===== src/rtl/program_counter.sv =====
// Fetch-address sequencer: owns the ROM PC, runs the start/done program handshake, counts retired instructions.
// Branch redirect takes effect at the sampling edge (no delay slot); stall freezes all state for that cycle.
module program_counter #(
  parameter int unsigned PC_W       = 9,
  parameter int unsigned START_ADDR = 0,
  parameter int unsigned CNT_W      = 16
) (
  input  logic             clk,
  input  logic             reset,
  input  logic             start,
  input  logic             branch,
  input  logic [PC_W-1:0]  target,
  input  logic             halt,
  input  logic             stall,
  output logic [PC_W-1:0]  pc,
  output logic             busy,
  output logic             done,
  output logic [CNT_W-1:0] instr_count
);

  typedef enum logic [1:0] {
    S_IDLE   = 2'd0,
    S_RUN    = 2'd1,
    S_HALTED = 2'd2
  } state_t;

  localparam logic [PC_W-1:0]  START_PC = PC_W'(START_ADDR);
  localparam logic [PC_W-1:0]  PC_ONE   = PC_W'(1);
  localparam logic [CNT_W-1:0] CNT_ONE  = CNT_W'(1);
  localparam logic [CNT_W-1:0] CNT_MAX  = {CNT_W{1'b1}};

  state_t           state_q, state_d;
  logic [PC_W-1:0]  pc_q, pc_d;
  logic [CNT_W-1:0] cnt_q, cnt_d;
  logic [CNT_W-1:0] cnt_inc;

  // Retire counter saturates rather than wrapping so long runs never read as short ones.
  assign cnt_inc = (cnt_q == CNT_MAX) ? cnt_q : cnt_q + CNT_ONE;

  always_comb begin
    state_d = state_q;
    pc_d    = pc_q;
    cnt_d   = cnt_q;
    case (state_q)
      S_IDLE: begin
        pc_d = START_PC;
        if (start) begin
          state_d = S_RUN;
          cnt_d   = '0;
        end
      end
      S_RUN: begin
        if (!stall) begin
          cnt_d = cnt_inc;
          if (halt) begin
            state_d = S_HALTED;
          end else if (branch) begin
            pc_d = target;
          end else begin
            pc_d = pc_q + PC_ONE;
          end
        end
      end
      S_HALTED: begin
        if (start) begin
          state_d = S_RUN;
          pc_d    = START_PC;
          cnt_d   = '0;
        end
      end
      default: begin
        state_d = S_IDLE;
        pc_d    = START_PC;
        cnt_d   = '0;
      end
    endcase
  end

  always_ff @(posedge clk) begin
    if (reset) begin
      state_q <= S_IDLE;
      pc_q    <= START_PC;
      cnt_q   <= '0;
    end else begin
      state_q <= state_d;
      pc_q    <= pc_d;
      cnt_q   <= cnt_d;
    end
  end

  assign pc          = pc_q;
  assign instr_count = cnt_q;
  assign busy        = (state_q == S_RUN);
  assign done        = (state_q == S_HALTED);

endmodule

===== config.mk =====
export PLATFORM = sky130hd
export DESIGN_NAME = program_counter
export DESIGN_NICKNAME = d
export VERILOG_FILES = /design/src/rtl/program_counter.sv
export SDC_FILE = /design/constraint.sdc
export NUM_CORES = 1
export LEC_CHECK = 0
export ABC_AREA = 1
export ABC_CLOCK_PERIOD_IN_PS = 1670
export CORE_UTILIZATION = 49
export DETAILED_ROUTE_END_ITERATION = 16
export GPL_TIMING_DRIVEN = 0
export PLACE_DENSITY = 0.77
export RECOVER_POWER = 100
export SETUP_SLACK_MARGIN = 0.15
export SLEW_MARGIN = 5
export SYNTH_ARGS = -nofsm -noshare
export SYNTH_HDL_FRONTEND = slang
export SYNTH_SLANG_ARGS = --single-unit

===== constraint.sdc =====
create_clock -name clk -period 1.67 [get_ports clk]
set_input_delay 0.334 -clock clk [delete_from_list [all_inputs] [get_ports clk]]
set_output_delay 0.334 -clock clk [all_outputs]
set_load 0.05 [all_outputs]

After elaboration in Yosys (flattened, before gate mapping)
Index checks and enable logic that the tools add are counted.
{ "totals": {"out_inout_bits": 27, "ff_bits": 27, "input_bits": 15} }
{ "op_classes": {"add_sub_neg": 2, "n_mux": 13, "reduce_logical": 5, "eq_ne": 9} }
{ "op_table": {"columns": ["cell", "n"], "rows": [
  ["16-bit two-way mux", 3],
  ["9-bit two-way mux", 4],
  ["16-bit one-hot mux with 2 select lines", 1],
  ["9-bit one-hot mux with 2 select lines", 1],
  ["16-bit by 1-bit adder with 16-bit output (second input constant)", 1],
  ["16-bit == test (second input constant)", 1],
  ["2-bit != test (second input constant)", 5],
  ["9-bit by 1-bit adder with 9-bit output (second input constant)", 1],
  ["3-bit AND reduction", 3],
  ["2-bit two-way mux", 3],
  ["2-bit one-hot mux with 2 select lines", 1],
  ["2-bit by 1-bit == test with 1-bit output (second input constant)", 1],
  ["2-bit == test (second input constant)", 1],
  ["2-bit logical NOT", 1],
  ["2-bit by 1-bit != test with 1-bit output (second input constant)", 1],
  ["2-bit OR reduction", 1]
]} }

Longest topological paths before layout
{ "logic_depth": {"word_depth": 5, "depth_mapped": 10, "depth_no_buf": 10} }

Worst setup path after synthesis
OpenSTA, ideal clock, no wires.
{ "synth_timing": {"path_kind": "register -> register", "start": "register cnt_q[0] (netlist: instr_count[0])", "end": "register cnt_q[8] (netlist: instr_count[8])", "path_stages_with_launch": 9, "arrival_ns": 1.804, "n_path_buf": 1, "required_time_ns": 1.600, "path_slack_ns": -0.203, "period_less_slack_ns": 1.873, "cell_sequence": "dfxtp_1 -> ha_1 -> nand3_2 -> nor2_4 -> nand3_4 -> nand2_4 -> buf_12 -> nand2_1 -> a21oi_2"} }
{ "synth_between": {"elab_chain_cells": 4, "elab_cells_between_ends": 7, "classes_between": "add/sub (1); eq/ne (2); mux (3); reduce/logical (1)"} }
{ "synth_lines": {"columns": ["item", "line_no", "source"], "rows": [
  ["from (decl)", "34", "logic [CNT_W-1:0] cnt_q, cnt_d;"],
  ["from (signal assigned)", "87", "cnt_q <= cnt_d;"],
  ["16-bit by 1-bit adder with 16-bit output", "38", "assign cnt_inc = (cnt_q == CNT_MAX) ? cnt_q : cnt_q + CNT_ONE;"],
  ["16-bit two-way mux", "38", null],
  ["16-bit two-way mux", "53", "if (!stall) begin"],
  ["16-bit one-hot mux with 2 select lines", "44", "case (state_q)"]
]} }
Several ways; a longest one is shown, not always the timed one. The select of a mux whose other input is x is not followed.
A chain may end at the register's enable or synchronous reset.

Worst setup path after layout
{ "layout_timing": {"start": "register cnt_q[5] (netlist: instr_count[5])", "end": "output instr_count[5]"} }
{ "layout_lines": {"columns": ["item", "line_no", "source"], "rows": [
  ["to (decl)", "18", "output logic [CNT_W-1:0] instr_count"]
]} }
No word-level cell between the ends.

==> metrics.cfg <==
[yosys]
synth-compound-area-share_pct = 14.2
syn_inst = 267
synthAdderAreaFrac_pct = 1.45
synth_area_um2 = 1730
synthSimpleGateAreaFrac_pct = 40.3
yosysSeqAreaShare_pct = 31.2
ys_async_sr_fraction_pct = 0
synth_nets = 284
synth-xor-area-share_pct = 4.05
synth_area_per_cell_um2 = 6.48
ys_ff_latch = 27
synth_area_leaders = dfxtp_1 31%, nand2_1 16%, nor2_1 9.1%
yosys.area.top_type = dfxtp_1
netlist.area_leader.share_pct = 31.2
yosysWarnings = 0
ys_types = 27
synth_mux_area_share_pct = 0
synth_top_family_by_area = simple AND/OR/NAND/NOR gates
synthFlopType = dfxtp_1
synth-edff-count = 0

[global_route]
grt_usage_pct = 22.6
gr-total-overflow = 0
grt_pass1_wl_um = 6300
grt_max_degree = 18
grt_pass1_vias = 1416
grt_antenna_before_repair = 0

[timing]
finClkSkew_ns = 0.0130
drv_slew = 0
hold_viol_final = 0
finalSetupViolations = 0
period_needed_ns = 1.57
fin_setup_tns_ns = 0
slew_headroom_pct = 60.6
max_freq_mhz = 637
rsz0062_at_grt = true
fin_crit_sh_pct = 94.0
tightestPinTransition_ns = 0.593

[run_status]
outcome = complete, no violations

[worst_setup_path]
critical_path.max_stage_delay_ns = 0.47
crit_chain = buf_1
critPathCaptureType = primary output
crit_buf_inv = 1
slowest_stage = buf_1
cp_max_fo = 6
cp_top_family = buffers and inverters
crit_required_ns = 1.34
arrival_ns = 1.24
critPathKind = flop to primary output
setup.worst_path.start_class = flop

[clock_network]
ctsRootBufferMaster = clkbuf_4
cts_tree = built
cts_max_path_buffers = 2
cts_sinks = 27
cts_buffers = 3
clkTransAtPathRegs_ns = 0.17
hold_buffers = 0
cts_max_level = 1
clk_latency_ns = 0.35

[floorplan]
core_area_um2 = 3360
start_util_pct = 51.5
die_y_um = 61.4
num_rows = 21
die_area_um2 = 3770
die_w_um = 61.4
ioPinCount = 42

[routing]
vias_per_cell = 4.91
avgRoutedWirePerCell_um = 11.4
final_antenna_net_count = 0
vias = 1781
drt_wl_total_um = 4150
drc_errors = 0
dr.pass1.iters = 4
drt_iter0_drc = 93

[layout]
drive_gt1_share_pct = 23.7
fillerInstances = 338
area_delta_synth_final_pct = 26.4
final_nets = 335
diodes = 0
mostFrequentLayoutCells = 72 x nand2_1, 42 x nor2_1, 27 x inv_1, 20 x nand3_1, 16 x a21oi_1
multiInputGateArea_um2 = 1050
fin_cells = 363
regArea_um2 = 572
layout_commonest_cell = nand2_1
design_area_um2 = 2190

[placed_design]
dp_hpwl_um = 3100
port_buffers = 40
dp.cells = 353
gp_congestion = 0.894
dpl_cell_area_um2 = 2230

[power_and_ir_drop]
vdd_drop_max_mv = 0.391
p_per_area_nw_per_um2 = 592
power_mw = 1.29
p_leak_nw = 0.868

[flow_run]
cap_violations = 0

[worst_hold_path]
hp-class = input port to flop

==> worst paths after layout <==
path                   startpoint               to  slack [ns]  depth (start not counted)
setup / recovery   instr_count[5]   instr_count[5]         0.1                          1
hold / removal              reset            pc[2]        0.39                          2
setup reg to reg   instr_count[5]  instr_count[13]        0.14                          9
hold reg to reg   instr_count[15]  instr_count[15]        0.50                          2
==> synth_stat cells, types with 2 or more instances <==
library cell	count
a21oi_1	11
a21oi_2	7
clkbuf_1	3
dfxtp_1	27
ha_1	2
inv_1	28
inv_2	4
nand2_1	74
nand2_2	5
nand3_1	20
nand4_1	2
nor2_1	42
nor2_4	4
nor3_1	4
o211ai_1	3
o21ai_0	12
o21bai_1	3
xnor2_1	3
xor2_1	5
==> through the flow <==
step / util (%) / setup slack (ns) / hold slack, ns
after floorplan: - / 0.158 / 0.533
after global placement: 66.3 / -0.178 / 0.470
after detailed placement: 66.3 / -0.185 / 0.473
after CTS: 67.8 / 0.0527 / 0.420
after global routing: 65.0 / 0.0355 / 0.415
final: 65.0 / 0.0998 / 0.386
==> area by class of cell <==
cell class | count | area share (%)
Multi-Input combinational cell | 204 | 48.1
Buffer | 4 | 1.43
Tap cell | 46 | 2.63
Sequential cell | 27 | 26.1
Inverter | 32 | 5.66
Timing Repair Buffer | 46 | 14.6
Clock inverter | 1 | 0.400
Clock buffer | 3 | 1.03
==> routing by layer <==
layer | global-route usage [%] | routed length, um | vias up | part of all wire, %
li1 | - | - | 950 | -
met1 | 32.1 | 2000 | 782 | 48
met2 | 34.9 | 1880 | 42 | 45
met3 | 2.52 | 209 | 7 | 5.0
met4 | 9.52 | 64 | 0 | 1.5
met5 | 0 | 0 | - | 0
==> worst reg2reg max path: cells and delay by family, from the launching register on <==
family	cells	cell delay (ns)
AND/OR/NAND/NOR	6	0.71
flip-flops	1	0.41
buffers and inverters	2	0.25
AO/OA/AOI/OAI	1	0.07
==> state kept, by name, indices dropped and copies added (netlist names) <==
name	cells
instr_count	16
pc	9
state_q	2
==> cell families after synthesis <==
family,after synthesis
AND/OR/NAND/NOR,156
AO/OA/AOI/OAI,38
buffers and inverters,36
flip-flops,27
XOR/XNOR,8
adder cells (fa/ha/maj),2
==> power by group <==
part | leakage (nW) | internal (mW) | total [mW] | switching [mW]
Clock | 0.0183 | 0.0982 | 0.320 | 0.221
Combinational | 0.621 | 0.111 | 0.301 | 0.190
Sequential | 0.228 | 0.655 | 0.674 | 0.0189
==> repair_timing <==
item,in CTS,in global routing
setup endpoints to repair,30,41
setup buffers,0,6
pin swaps,1,1
gates resized for setup,92,43
Note: power is estimated with default switching activity, not from simulation.
